### config.mk
export PLATFORM = sky130hd
export DESIGN_NAME = icache_tag_ctrl_flat
export DESIGN_NICKNAME = d
export VERILOG_FILES = /design/src/rtl/icache_tag_ctrl_pkg.sv /design/src/rtl/icache_tag_ctrl_if.sv /design/src/rtl/icache_tag_ctrl_lru.sv /design/src/rtl/icache_tag_ctrl.sv /design/src/flat_wrapper.sv
export SDC_FILE = /design/constraint.sdc
export NUM_CORES = 1
export LEC_CHECK = 0
export BUFFER_PORTS_ARGS = -buffer_cell sky130_fd_sc_hd__buf_2
export CAP_MARGIN = 20
export CORE_MARGIN = 2
export CORE_UTILIZATION = 54
export CTS_CLUSTER_SIZE = 14
export DETAILED_ROUTE_END_ITERATION = 12
export GPL_TIMING_DRIVEN = 0
export PLACE_DENSITY = 0.8
export SYNTH_ARGS = -nofsm -noshare
export SYNTH_HDL_FRONTEND = slang
export SYNTH_SLANG_ARGS = --single-unit
### constraint.sdc
create_clock -name clk -period 2.5 [get_ports clk]
set_input_delay 0.375 -clock clk [delete_from_list [all_inputs] [get_ports clk]]
set_output_delay 0.375 -clock clk [all_outputs]
set_load 0.05 [all_outputs]
### src/rtl/icache_tag_ctrl_pkg.sv
// Shared definitions for the I-cache tag-valid controller: widths, FSM states, tag compare.
package icache_tag_ctrl_pkg;
   localparam int TAG_WIDTH   = 20;
   localparam int INDEX_WIDTH = 6;
   localparam int TAGV_WIDTH  = TAG_WIDTH + 1;
   localparam int NUM_SETS    = 2 ** INDEX_WIDTH;

   typedef enum logic [2:0] {
      ST_IDLE,
      ST_LOOKUP,
      ST_MISS_REQ,
      ST_MISS_WAIT,
      ST_REFILL,
      ST_REPLAY,
      ST_IBAR
   } state_t;

   // Entry layout is {valid, tag}; an invalid entry never hits.
   function automatic logic tagv_hit(input logic [TAGV_WIDTH-1:0] entry,
                                     input logic [TAG_WIDTH-1:0]  ptag);
      return entry[TAG_WIDTH] && (entry[TAG_WIDTH-1:0] == ptag);
   endfunction
endpackage

### src/rtl/icache_tag_ctrl_if.sv
// Request/response, IBAR, refill and tagv-array signals of the tag controller.
interface icache_tag_ctrl_if;
   import icache_tag_ctrl_pkg::*;

   logic                             req_valid;
   logic                             req_ready;
   logic [INDEX_WIDTH-1:0]           req_index;
   logic [TAG_WIDTH-1:0]             req_ptag;
   logic                             resp_valid;
   logic                             resp_way;
   logic                             ibar_req;
   logic                             ibar_done;
   logic                             refill_valid;
   logic                             refill_ready;
   logic [TAG_WIDTH+INDEX_WIDTH-1:0] refill_addr;
   logic                             refill_done;
   logic [INDEX_WIDTH-1:0]           tagv_raddr;
   logic [INDEX_WIDTH-1:0]           tagv_waddr;
   logic [TAGV_WIDTH-1:0]            tagv_din;
   logic [1:0]                       tagv_we;
   logic                             tagv_ibar;
   logic [TAGV_WIDTH-1:0]            tagv_dout0;
   logic [TAGV_WIDTH-1:0]            tagv_dout1;

   modport master (
      input  req_valid, req_index, req_ptag, ibar_req, refill_ready, refill_done,
             tagv_dout0, tagv_dout1,
      output req_ready, resp_valid, resp_way, ibar_done, refill_valid, refill_addr,
             tagv_raddr, tagv_waddr, tagv_din, tagv_we, tagv_ibar
   );

   modport slave (
      output req_valid, req_index, req_ptag, ibar_req, refill_ready, refill_done,
             tagv_dout0, tagv_dout1,
      input  req_ready, resp_valid, resp_way, ibar_done, refill_valid, refill_addr,
             tagv_raddr, tagv_waddr, tagv_din, tagv_we, tagv_ibar
   );
endinterface

### src/rtl/icache_tag_ctrl_lru.sv
// One LRU bit per set: combinational read, single write port, synchronous clear.
module icache_lru_table
   import icache_tag_ctrl_pkg::*;
(
   input  logic                   clk,
   input  logic                   rstn,
   input  logic                   i_clr,
   input  logic                   i_we,
   input  logic [INDEX_WIDTH-1:0] i_waddr,
   input  logic                   i_wdata,
   input  logic [INDEX_WIDTH-1:0] i_raddr,
   output logic                   o_rdata
);
   logic [NUM_SETS-1:0] r_lru;

   always_ff @(posedge clk) begin
      if (!rstn || i_clr) begin
         r_lru <= '0;
      end else if (i_we) begin
         r_lru[i_waddr] <= i_wdata;
      end
   end

   assign o_rdata = r_lru[i_raddr];
endmodule

### src/rtl/icache_tag_ctrl.sv
// Two-way I-cache tag lookup/refill controller with IBAR invalidation and per-set LRU.
module icache_tag_ctrl
   import icache_tag_ctrl_pkg::*;
(
   input  logic              clk,
   input  logic              rstn,
   icache_tag_ctrl_if.master bus
);
   state_t                 r_state;
   logic [INDEX_WIDTH-1:0] r_index;
   logic [TAG_WIDTH-1:0]   r_ptag;
   logic                   r_victim;

   logic w_hit0, w_hit1, w_hit, w_hit_way, w_victim;
   logic w_accept, w_lru_rd, w_lru_we, w_lru_clr;

   assign w_hit0    = tagv_hit(bus.tagv_dout0, r_ptag);
   assign w_hit1    = tagv_hit(bus.tagv_dout1, r_ptag);
   assign w_hit     = w_hit0 | w_hit1;
   assign w_hit_way = ~w_hit0;
   // Fill an empty way first; only evict by LRU when the set is full.
   assign w_victim  = !bus.tagv_dout0[TAG_WIDTH] ? 1'b0 :
                      !bus.tagv_dout1[TAG_WIDTH] ? 1'b1 : w_lru_rd;

   icache_lru_table u_lru (
      .clk     (clk),
      .rstn    (rstn),
      .i_clr   (w_lru_clr),
      .i_we    (w_lru_we),
      .i_waddr (r_index),
      .i_wdata (~w_hit_way),
      .i_raddr (r_index),
      .o_rdata (w_lru_rd)
   );

   // Outputs are held low while reset is asserted.
   always_comb begin
      bus.req_ready    = 1'b0;
      bus.resp_valid   = 1'b0;
      bus.resp_way     = 1'b0;
      bus.ibar_done    = 1'b0;
      bus.refill_valid = 1'b0;
      bus.refill_addr  = {r_ptag, r_index};
      bus.tagv_raddr   = r_index;
      bus.tagv_waddr   = r_index;
      bus.tagv_din     = '0;
      bus.tagv_we      = 2'b00;
      bus.tagv_ibar    = 1'b0;
      w_lru_we         = 1'b0;
      w_lru_clr        = 1'b0;
      if (rstn) begin
         case (r_state)
            ST_IDLE: begin
               if (bus.ibar_req) begin
                  bus.tagv_ibar = 1'b1;
                  w_lru_clr     = 1'b1;
               end else begin
                  bus.req_ready = 1'b1;
               end
            end
            ST_LOOKUP: begin
               if (w_hit) begin
                  bus.resp_valid = 1'b1;
                  bus.resp_way   = w_hit_way;
                  bus.req_ready  = 1'b1;
                  w_lru_we       = 1'b1;
               end
            end
            ST_MISS_REQ: bus.refill_valid = 1'b1;
            ST_REFILL: begin
               bus.tagv_we[r_victim] = 1'b1;
               bus.tagv_din          = {1'b1, r_ptag};
            end
            ST_IBAR:  bus.ibar_done = 1'b1;
            default: ;
         endcase
      end
      w_accept = bus.req_valid & bus.req_ready;
      if (w_accept) begin
         bus.tagv_raddr = bus.req_index;
      end
   end

   always_ff @(posedge clk) begin
      if (!rstn) begin
         r_state  <= ST_IDLE;
         r_index  <= '0;
         r_ptag   <= '0;
         r_victim <= 1'b0;
      end else begin
         case (r_state)
            ST_IDLE: begin
               if (bus.ibar_req) begin
                  r_state <= ST_IBAR;
               end else if (w_accept) begin
                  r_index <= bus.req_index;
                  r_ptag  <= bus.req_ptag;
                  r_state <= ST_LOOKUP;
               end
            end
            ST_LOOKUP: begin
               if (w_hit) begin
                  if (w_accept) begin
                     r_index <= bus.req_index;
                     r_ptag  <= bus.req_ptag;
                  end else begin
                     r_state <= ST_IDLE;
                  end
               end else begin
                  r_victim <= w_victim;
                  r_state  <= ST_MISS_REQ;
               end
            end
            ST_MISS_REQ:  if (bus.refill_ready) r_state <= ST_MISS_WAIT;
            ST_MISS_WAIT: if (bus.refill_done)  r_state <= ST_REFILL;
            // The array forwards the written entry, so REPLAY re-reads the same set.
            ST_REFILL:    r_state <= ST_REPLAY;
            ST_REPLAY:    r_state <= ST_LOOKUP;
            ST_IBAR:      r_state <= ST_IDLE;
            default:      r_state <= ST_IDLE;
         endcase
      end
   end
endmodule
### src/flat_wrapper.sv
// flat-port wrapper written by rule: the top's interface ports become plain ports
module icache_tag_ctrl_flat import icache_tag_ctrl_pkg::*;
  (clk, rstn, bus_req_valid, bus_req_index, bus_req_ptag, bus_ibar_req, bus_refill_ready, bus_refill_done, bus_tagv_dout0, bus_tagv_dout1, bus_req_ready, bus_resp_valid, bus_resp_way, bus_ibar_done, bus_refill_valid, bus_refill_addr, bus_tagv_raddr, bus_tagv_waddr, bus_tagv_din, bus_tagv_we, bus_tagv_ibar);
  icache_tag_ctrl_if bus_i ();
  input  logic clk;
  input  logic rstn;
  input wire logic [$bits(bus_i.req_valid)-1:0] bus_req_valid;
  input wire logic [$bits(bus_i.req_index)-1:0] bus_req_index;
  input wire logic [$bits(bus_i.req_ptag)-1:0] bus_req_ptag;
  input wire logic [$bits(bus_i.ibar_req)-1:0] bus_ibar_req;
  input wire logic [$bits(bus_i.refill_ready)-1:0] bus_refill_ready;
  input wire logic [$bits(bus_i.refill_done)-1:0] bus_refill_done;
  input wire logic [$bits(bus_i.tagv_dout0)-1:0] bus_tagv_dout0;
  input wire logic [$bits(bus_i.tagv_dout1)-1:0] bus_tagv_dout1;
  output wire logic [$bits(bus_i.req_ready)-1:0] bus_req_ready;
  output wire logic [$bits(bus_i.resp_valid)-1:0] bus_resp_valid;
  output wire logic [$bits(bus_i.resp_way)-1:0] bus_resp_way;
  output wire logic [$bits(bus_i.ibar_done)-1:0] bus_ibar_done;
  output wire logic [$bits(bus_i.refill_valid)-1:0] bus_refill_valid;
  output wire logic [$bits(bus_i.refill_addr)-1:0] bus_refill_addr;
  output wire logic [$bits(bus_i.tagv_raddr)-1:0] bus_tagv_raddr;
  output wire logic [$bits(bus_i.tagv_waddr)-1:0] bus_tagv_waddr;
  output wire logic [$bits(bus_i.tagv_din)-1:0] bus_tagv_din;
  output wire logic [$bits(bus_i.tagv_we)-1:0] bus_tagv_we;
  output wire logic [$bits(bus_i.tagv_ibar)-1:0] bus_tagv_ibar;
  assign bus_i.req_valid = bus_req_valid;
  assign bus_i.req_index = bus_req_index;
  assign bus_i.req_ptag = bus_req_ptag;
  assign bus_i.ibar_req = bus_ibar_req;
  assign bus_i.refill_ready = bus_refill_ready;
  assign bus_i.refill_done = bus_refill_done;
  assign bus_i.tagv_dout0 = bus_tagv_dout0;
  assign bus_i.tagv_dout1 = bus_tagv_dout1;
  assign bus_req_ready = bus_i.req_ready;
  assign bus_resp_valid = bus_i.resp_valid;
  assign bus_resp_way = bus_i.resp_way;
  assign bus_ibar_done = bus_i.ibar_done;
  assign bus_refill_valid = bus_i.refill_valid;
  assign bus_refill_addr = bus_i.refill_addr;
  assign bus_tagv_raddr = bus_i.tagv_raddr;
  assign bus_tagv_waddr = bus_i.tagv_waddr;
  assign bus_tagv_din = bus_i.tagv_din;
  assign bus_tagv_we = bus_i.tagv_we;
  assign bus_tagv_ibar = bus_i.tagv_ibar;
  icache_tag_ctrl u_core (.clk(clk), .rstn(rstn), .bus(bus_i));
endmodule
==> reports/qor.log, run 1 <==
[status] result of the run finished with violations
[status] violations in the final reports setup timing
[cts] number of buffers created by CTS 9
[die] floorplan core area 10,700 sq um
[placement] Post-Place Cells 1,014
[timing] max-slew violation count 0
[cells_and_area] Core Util, Final 0.721
[critical_path] WP data required 2.12 ns
[routing] detail-routed via count per cell 5.98
[timing] final worst setup slack -0.323 ns
[routing] Residual DRC 0
[synth] Post-Syn Area 5850 sq um
[timing] worst-case clock skew 0.0132 ns
[grt] overflow left after global routing 0
[synth] number of nets in the synthesized netlist 808
[worst_hold_path] worst hold-check path type in -> reg
[synth] cell count after synthesis 734
[cells_and_area] final non-filler cell total 1,055
[critical_path] type of the worst setup path reg -> out
[cts] clock latency on the worst-skew pair 0.39 ns
[timing] Slew HR 0.562
[cells_and_area] area growth from synthesis to layout 31.8%
[synth] post-synthesis sequential area ratio 0.321
[critical_path] launching point of the worst reg2reg path u_core.bus.tagv_waddr[1]$_SDFFE_PN0P_
[synth] primary flip-flop cell chosen by synthesis mapping sky130_fd_sc_hd__dfxtp_1
[worst_hold_path] worst min-delay path startpoint bus_req_ptag[17]
[critical_path] kind of launch point of the worst setup path flip-flop
[cells_and_area] Layout Nets 984
[critical_path] Worst R2R Path Depth 7
[critical_path] CP endpoint kind output port
[routing] via count 6,313
[placement] count of buffers from port buffering 140
[run] number of maximum-capacitance violations 0
[die] area of the die 11,700 sq um
[cells_and_area] Antenna Cells 0
[die] height of the die 108 um
[power_and_ir_drop] largest voltage drop on the vdd net 0.356 mV
[grt] maximum number of pins on one net before global-route repair 16
[die] # IOs 141
[cts] CTS tree built
[die] Core Rows 38
[timing] max frequency 354 MHz
[timing] final critical delay including setup and external delays 2.82 ns
[timing] number of setup violations in the final report 9
[timing] transition time of the tightest slew-check pin 0.657 ns
[grt] vias in the first global route 5,720
[routing] routed wire length 20,300 um
[timing] setup repair after global routing missed its margin true
[placement] gpl congestion 0.866
[power_and_ir_drop] sum of internal, switching and leakage power 0.00419 W
[routing] initial DRC count 680
[timing] final total negative setup slack -2.18 ns
[cts] Root Driver sky130_fd_sc_hd__clkbuf_8
[synth] synthesized flop and latch total 94
[synth] synthesized area per cell 7.98 sq um
[cts] clock slew seen by the registers of the worst setup and hold paths 0.10 ns
[grt] first-pass GRT wire length 29,300 um
[synth] async set-or-reset flop fraction in the synthesized netlist 0
[power_and_ir_drop] power density over the cells 544 nW/um^2
[timing] number of endpoints with negative hold slack in the final report 0
[routing] drt pass-1 iters 5
[routing] antenna-violating nets left 0
[die] Die Wd 108 um
[synth] EDFF count, synth 0
[cts] clock sink total 94
[timing] final worst-path cycle share 1.13
[critical_path] data arrival at the endpoint of the critical path 2.45 ns
[placement] DP HPWL 13,300 um
[critical_path] CP Max Fanout 8
[die] starting density of the core 0.547
[routing] WL per Instance 19.2 um
[critical_path] origin of the worst setup path u_core.r_ptag[11]$_SDFFE_PN0P_
[worst_hold_path] worst hold path depth 3
[cts] CTS Buffer Depth 2
[synth] number of distinct library cells after synthesis 55
[cts] count of H-tree levels built during CTS 3
[grt] global-route usage over all layers 0.323
[grt] initial antenna violation count 0
[cells_and_area] share of post-route cells with drive strength above 1 0.348
[synth] Syn. warnings 0
[power_and_ir_drop] Leak Pwr 3.38 nW
per-layer routing:
| layer | wire (um) | global-route usage |
|---|---|---|
| met5 | 0 | 0 |
| met4 | 844 | 0.125 |
| met3 | 1890 | 0.0772 |
| met2 | 9890 | 0.567 |
| met1 | 7620 | 0.382 |
synthesized netlist by cell type (2+ instances only):
master / count / area [sq um]
sky130_fd_sc_hd__and2_1: 25 / 156
sky130_fd_sc_hd__mux4_2: 5 / 113
sky130_fd_sc_hd__and3_1: 4 / 25.0
sky130_fd_sc_hd__nand3_1: 96 / 480
sky130_fd_sc_hd__or3b_2: 2 / 17.5
sky130_fd_sc_hd__nand4_1: 11 / 68.8
sky130_fd_sc_hd__o21ai_0: 32 / 160
sky130_fd_sc_hd__nor3_1: 6 / 30.0
sky130_fd_sc_hd__a211oi_1: 2 / 15.0
sky130_fd_sc_hd__a31oi_1: 3 / 18.8
sky130_fd_sc_hd__nor2_1: 77 / 289
sky130_fd_sc_hd__xnor2_1: 20 / 175
sky130_fd_sc_hd__nand2b_1: 3 / 18.8
sky130_fd_sc_hd__inv_1: 5 / 18.8
sky130_fd_sc_hd__o211ai_1: 3 / 22.5
sky130_fd_sc_hd__dfxtp_1: 94 / 1880
sky130_fd_sc_hd__buf_4: 6 / 45.0
sky130_fd_sc_hd__buf_1: 4 / 15.0
sky130_fd_sc_hd__a21oi_1: 33 / 165
sky130_fd_sc_hd__clkbuf_1: 37 / 139
sky130_fd_sc_hd__buf_2: 14 / 70.1
sky130_fd_sc_hd__nand3_2: 9 / 90.1
sky130_fd_sc_hd__nand3b_1: 3 / 22.5
sky130_fd_sc_hd__xor2_1: 20 / 175
sky130_fd_sc_hd__o2bb2ai_1: 2 / 17.5
sky130_fd_sc_hd__buf_8: 3 / 45.0
sky130_fd_sc_hd__nor3b_1: 4 / 30.0
sky130_fd_sc_hd__nor2b_1: 4 / 25.0
sky130_fd_sc_hd__and4_1: 2 / 17.5
sky130_fd_sc_hd__o22ai_1: 2 / 12.5
sky130_fd_sc_hd__buf_12: 2 / 40.0
sky130_fd_sc_hd__mux2_2: 5 / 56.3
sky130_fd_sc_hd__nor4_1: 11 / 68.8
sky130_fd_sc_hd__mux2i_1: 78 / 781
sky130_fd_sc_hd__nand2_1: 87 / 327
flip-flops by register name, summed over array words and instances, names as in the netlist:
signal and cells:
u_core.r_victim 1, u_core.r_state 3, u_core.r_ptag 20, u_core.u_lru.r_lru 64, u_core.bus.tagv_waddr 6
cells by family (layout without fill, tap and decap cells):
kind of cell | count (synthesis) | count (layout) | share of synthesized area
buffers and inverters | 72 | 253 | 0.0645
DFF | 94 | 94 | 0.321
AOI/OAI and AO/OA | 91 | 91 | 0.0972
and+or+nand+nor | 349 | 349 | 0.295
muxes | 88 | 88 | 0.162
xor gates and xnor gates | 40 | 40 | 0.0598
layout by cell type, fill, tap and decap left out, types with 15 or more instances in the layout:
master	instances
sky130_fd_sc_hd__a21oi_1	32
sky130_fd_sc_hd__and2_1	25
sky130_fd_sc_hd__buf_2	145
sky130_fd_sc_hd__buf_4	33
sky130_fd_sc_hd__clkbuf_1	31
sky130_fd_sc_hd__dfxtp_1	72
sky130_fd_sc_hd__dfxtp_4	16
sky130_fd_sc_hd__mux2i_1	78
sky130_fd_sc_hd__nand2_1	80
sky130_fd_sc_hd__nand3_1	86
sky130_fd_sc_hd__nand3_2	18
sky130_fd_sc_hd__nor2_1	77
sky130_fd_sc_hd__o21ai_0	26
sky130_fd_sc_hd__xor2_1	15
through the flow:
step / hold WS, ns / setup WS [ns] / area (sq um)
final: 0.225 / -0.323 / 7710
after CTS: 0.225 / -0.275 / 7370
after detailed placement: 0.451 / -0.321 / 6790
after floorplan: 0.434 / 0.00667 / 5920
after global placement: 0.443 / -0.287 / 6790
after global routing: 0.240 / -0.361 / 7710
layout make-up:
type / instances / area (sq um)
Sequential cell: 94 / 1950
Clock inverter: 3 / 23.8
Tap cell: 140 / 175
Fill cell: 806 / 2980
Multi-Input combinational cell: 568 / 3990
Buffer: 63 / 350
Timing Repair Buffer: 169 / 1030
Inverter: 5 / 18.8
Clock buffer: 13 / 181
power breakdown:
part           internal (W)  switching (W)
sequential          0.00155      0.0000801
clock              0.000486       0.000589
combinational      0.000484        0.00101
repair_timing:
item | CTS | global route
endpoints found under the setup margin | 46 | 91
hold buffers | 0 | 0
buffers inserted | 16 | 14
pin swaps | 20 | 28
gates resized for setup | 64 | 55
critical path, cell delays in order (launching register included):
cell	delay, ns
sky130_fd_sc_hd__dfxtp_4	0.39
sky130_fd_sc_hd__xor2_1	0.20
sky130_fd_sc_hd__nor4_1	0.36
sky130_fd_sc_hd__and4_2	0.38
sky130_fd_sc_hd__and3_4	0.23
sky130_fd_sc_hd__clkbuf_16	0.16
sky130_fd_sc_hd__o21ai_2	0.08
sky130_fd_sc_hd__nand2_2	0.10
sky130_fd_sc_hd__buf_8	0.16
path summary, 6_finish.rpt:
| kind | to | slack [ns] |
|---|---|---|
| max | bus_tagv_raddr[5] | -0.32 |
| max reg2reg | u_core.u_lru.r_lru[59]$_SDFFE_PP0P_ | 0.10 |
| min | u_core.r_ptag[17]$_SDFFE_PN0P_ | 0.23 |
| min reg2reg | u_core.u_lru.r_lru[51]$_SDFFE_PP0P_ | 0.46 |
No activity file was read; power rests on OpenSTA's default activity.
==> run 2: changes to the inputs <==
ABC_AREA = 1   (was unset)
CORE_MARGIN = unset   (was 2)
CORE_UTILIZATION = 55   (was 54)
PLACE_DENSITY = 0.81   (was 0.8)
==> reports/qor.log, run 2 <==
[status] result of the run finished with violations
[status] violations in the final reports setup timing
[synth] cell type contributing the most total cell area after synthesis sky130_fd_sc_hd__dfxtp_1
[synth] area fraction in and, or, nand and nor cells after synthesis 0.401 [+0.106]
[cts] Hold-fix buffers, CTS 0 [unchanged]
[synth] multiplexer area fraction after synthesis 0 [-0.162]
[cells_and_area] final non-filler cell total 1,325 [+26%]
[synth] fraction of synthesized cell area taken by the top area cell type 0.314 [-0.00732]
[grt] first-pass GRT wire length 30,400 um [+3.8%]
[placement] gpl congestion 0.998 [+15%]
[synth] combinational family with the most area after synthesis simple AND/OR/NAND/NOR gates
[cts] clock slew seen by the registers of the worst setup and hold paths 0.10 ns [about the same]
[routing] antenna-violating nets left 0 [unchanged]
[timing] Slew HR 0.576 [+0.0142]
[die] # IOs 141 [unchanged]
[synth] cells taking the most area after synthesis sky130_fd_sc_hd__dfxtp_1 (31%), sky130_fd_sc_hd__nand2_1 (15%), sky130_fd_sc_hd__nor2_1 (12%)
[routing] WL per Instance 15.0 um [-22%]
[placement] count of buffers from port buffering 139 [-0.71%]
[synth] post-synthesis sequential area ratio 0.314 [-0.00732]
[synth] synthesized flop and latch total 94 [unchanged]
[routing] initial DRC count 755 [+11%]
[cts] clock latency on the worst-skew pair 0.38 ns [about the same]
[timing] final worst setup slack -0.211 ns [+0.111 ns]
[cells_and_area] Antenna Cells 0 [unchanged]
[grt] initial antenna violation count 0 [unchanged]
[worst_hold_path] worst hold-check path type in -> reg
[critical_path] kind of launch point of the worst setup path flip-flop
[die] Die Wd 106 um [-1.6%]
[cells_and_area] share of post-route cells with drive strength above 1 0.273 [-0.0742]
[cells_and_area] leading cell type in the layout, fill and taps excluded sky130_fd_sc_hd__nand2_1
[routing] Residual DRC 0 [unchanged]
[cells_and_area] most frequent cells in the layout sky130_fd_sc_hd__nand2_1 (225), sky130_fd_sc_hd__nor2_1 (166), sky130_fd_sc_hd__buf_2 (133)
[cts] CTS Buffer Depth 2 [unchanged]
[synth] number of distinct library cells after synthesis 30 [-45%]
[die] floorplan core area 10,500 sq um [-2.2%]
[timing] number of endpoints with negative hold slack in the final report 0 [unchanged]
[power_and_ir_drop] part of the total power dissipated in the clock network 0.239 [-0.017]
[critical_path] launching point of the worst reg2reg path u_core.r_ptag[9]$_SDFFE_PN0P_
[cts] clock sink total 94 [unchanged]
[critical_path] data arrival at the endpoint of the critical path 2.34 ns [-0.11 ns]
[synth] adder and majority gate portion of the synthesized area 0 [unchanged]
[routing] routed wire length 19,900 um [-1.5%]
[critical_path] type of the worst setup path reg -> out
[critical_path] Worst R2R Path Depth 17 [+10]
[grt] global-route usage over all layers 0.347 [+0.0231]
[power_and_ir_drop] Leak Pwr 3.76 nW [+11%]
[cells_and_area] flip-flop count of the largest register after layout 64 [unchanged]
[critical_path] CP endpoint kind output port
[synth] number of nets in the synthesized netlist 1,089 [+35%]
[critical_path] worst reg2reg setup slack 0.08 ns [-0.02 ns]
[cts] count of H-tree levels built during CTS 3 [unchanged]
[run] number of maximum-capacitance violations 0 [unchanged]
[cells_and_area] Layout Nets 1,258 [+28%]
[synth] async set-or-reset flop fraction in the synthesized netlist 0 [unchanged]
[synth] EDFF count, synth 0 [unchanged]
[power_and_ir_drop] Gate power share 0.377 [+0.021]
[power_and_ir_drop] power density over the cells 571 nW/um^2 [+5.1%]
[grt] overflow left after global routing 0 [unchanged]
[die] Core Rows 37 [-2.6%]
[grt] vias in the first global route 6,064 [+6.0%]
[die] area of the die 11,300 sq um [-3.2%]
[timing] worst-case clock skew 0.00790 ns [-0.00527 ns]
[placement] Post-Place Cells 1,290 [+27%]
[cells_and_area] most flop-heavy register u_core.u_lru.r_lru
[power_and_ir_drop] largest voltage drop on the vdd net 0.449 mV [+26%]
[cts] Root Driver sky130_fd_sc_hd__clkbuf_8
[synth] synthesized-area fraction occupied by xor and xnor cells 0.00439 [-0.0555]
[die] height of the die 106 um [-1.6%]
[routing] detail-routed via count per cell 5.37 [-10%]
[power_and_ir_drop] switching power of the nets 0.00184 W [+9.5%]
[power_and_ir_drop] proportion of total power due to net switching 0.422 [+0.0224]
[critical_path] capturing instance or port of the critical path bus_tagv_raddr[3]
[critical_path] Critical R2R Capture u_core.u_lru.r_lru[47]$_SDFFE_PP0P_
[timing] max frequency 369 MHz [+4.1%]
[routing] via count 7,111 [+13%]
[placement] Place WS -0.394 ns [-0.0734 ns]
[timing] transition time of the tightest slew-check pin 0.636 ns [-0.0213 ns]
[grt] maximum number of pins on one net before global-route repair 16 [unchanged]
[synth] synthesized area per cell 5.90 sq um [-26%]
[die] starting density of the core 0.573 [+0.0253]
[synth] most numerous cell in the Yosys netlist sky130_fd_sc_hd__nand2_1
[routing] drt pass-1 iters 6 [+1]
[timing] number of setup violations in the final report 8 [-1]
[cts] CTS tree built
[cts] number of buffers created by CTS 9 [unchanged]
[timing] setup repair after global routing missed its margin true
[timing] final critical delay including setup and external delays 2.71 ns [-0.111 ns]
[synth] cell types with the highest counts after synthesis sky130_fd_sc_hd__nand2_1 (244), sky130_fd_sc_hd__nor2_1 (185), sky130_fd_sc_hd__inv_1 (136), sky130_fd_sc_hd__dfxtp_1 (94), sky130_fd_sc_hd__nor3_1 (82)
[power_and_ir_drop] part of the power in registers 0.385 [-0.003]
[cells_and_area] area growth from synthesis to layout 27.1%
[synth] Post-Syn Area 5990 sq um [+2.3%]
[synth] Syn. warnings 0 [unchanged]
[timing] max-slew violation count 0 [unchanged]
[synth] primary flip-flop cell chosen by synthesis mapping sky130_fd_sc_hd__dfxtp_1
[critical_path] WP data required 2.12 ns [about the same]
[critical_path] origin of the worst setup path u_core.r_ptag[9]$_SDFFE_PN0P_
[timing] final worst-path cycle share 1.08 [-0.0445]
[synth] compound-gate portion of the synthesized area 0.136 [+0.0391]
[power_and_ir_drop] cell internal pwr 0.00251 W [-0.18%]
[synth] cell count after synthesis 1,015 [+38%]
[critical_path] CP Max Fanout 5 [-3]
[placement] DP HPWL 14,300 um [+7.6%]
-- run 2: changes by cell type in the layout (fill, tap and decap cells not counted), moves of 14 or more --
cell                      change
sky130_fd_sc_hd__inv_1      +125
sky130_fd_sc_hd__nand3_2     -14
sky130_fd_sc_hd__nor2_1      +89
sky130_fd_sc_hd__nand2_1    +145
sky130_fd_sc_hd__mux2i_1     -78
sky130_fd_sc_hd__nor3_1      +72
sky130_fd_sc_hd__and2_1      -25
sky130_fd_sc_hd__nand2_2     +17
sky130_fd_sc_hd__xor2_1      -14
sky130_fd_sc_hd__o21ai_0     +51
sky130_fd_sc_hd__nand3_1     -69
sky130_fd_sc_hd__o22ai_1     +19
sky130_fd_sc_hd__inv_2       +20
-- run 2: power by group through the flow --
stage,clock network [W],logic (W),registers [W]
finish,0.00104,0.00164,0.00167
global route,0.00110,0.00177,0.00168
CTS,0.00104,0.00154,0.00167
detailed placement,0,0.00143,0.00170
global placement,0,0.00142,0.00170
floorplan,0,0.000891,0.00185
-- run 2: worst min-delay path by stage --
stage	start	endpoint	cells past startpoint
final	bus_req_ptag[9]	u_core.r_ptag[9]$_SDFFE_PN0P_	3
after CTS	bus_req_ptag[9]	u_core.r_ptag[9]$_SDFFE_PN0P_	3
after floorplan	u_core.r_victim$_SDFFE_PN0P_	u_core.r_victim$_SDFFE_PN0P_	2
after global placement	u_core.r_ptag[4]$_SDFFE_PN0P_	u_core.r_ptag[4]$_SDFFE_PN0P_	2
after detailed placement	u_core.r_ptag[4]$_SDFFE_PN0P_	u_core.r_ptag[4]$_SDFFE_PN0P_	2
after global routing	bus_req_ptag[9]	u_core.r_ptag[9]$_SDFFE_PN0P_	3
-- run 2: kinds of logic after synthesis --
logic type	count (synthesis)
buffers and inverters	207
xor gates and xnor gates	3
AOI/OAI and AO/OA	147
DFF	94
and+or+nand+nor	564
-- run 2: final cells by class --
cell class,count,area (sq um)
plain buffers,49,295
clock buffers,10,128
clock inverters,6,62.6
fillers,934,2850
inverters,157,608
multi-input cells,714,3470
flip-flops and latches,94,1930
well taps,136,170
repair buffers,159,946
-- run 2: critical path, cell delays in order (launching register included) --
cell and delay (ns):
sky130_fd_sc_hd__dfxtp_2 0.37, sky130_fd_sc_hd__inv_2 0.07, sky130_fd_sc_hd__nand2_4 0.07, sky130_fd_sc_hd__nand2_1 0.07, sky130_fd_sc_hd__nor2_2 0.09, sky130_fd_sc_hd__nand2_1 0.07
sky130_fd_sc_hd__nor2_2 0.13, sky130_fd_sc_hd__nand3_2 0.12, sky130_fd_sc_hd__nand2_2 0.11, sky130_fd_sc_hd__nand2_4 0.06, sky130_fd_sc_hd__nand2_4 0.08, sky130_fd_sc_hd__nand3_4 0.14
sky130_fd_sc_hd__buf_8 0.20, sky130_fd_sc_hd__nand2_1 0.06, sky130_fd_sc_hd__inv_2 0.06, sky130_fd_sc_hd__nor2_4 0.09, sky130_fd_sc_hd__buf_8 0.15
-- run 2: layer usage --
metal | vias to the layer above | track usage | share of wire
met2 | 416 | 0.534 | 0.44
met3 | 48 | 0.0656 | 0.11
met1 | 3143 | 0.485 | 0.42
met4 | 0 | 0.110 | 0.025
li1 | 3504 | - | -
met5 | - | 0 | 0
-- run 2: stage by stage --
step,instance area (sq um),TNS [ns],utilization,hold slack [ns],total power [W]
final,7610,-1.12,0.728,0.272,0.00435
after global routing,7610,-2.26,0.728,0.281,0.00455
after CTS,7410,-1.02,0.709,0.269,0.00425
after detailed placement,6930,-2.25,0.662,0.489,0.00313
after global placement,6930,-2.11,0.662,0.486,0.00312
after floorplan,6060,-0.0664,-,0.459,0.00274
-- run 2: timing repair --
item                                    4_1_cts  5_1_grt
endpoints found under the setup margin        9       48
gates cloned                                  1        0
resized for setup                            60       51
buffers inserted                             12        7
pin swaps                                    14       17
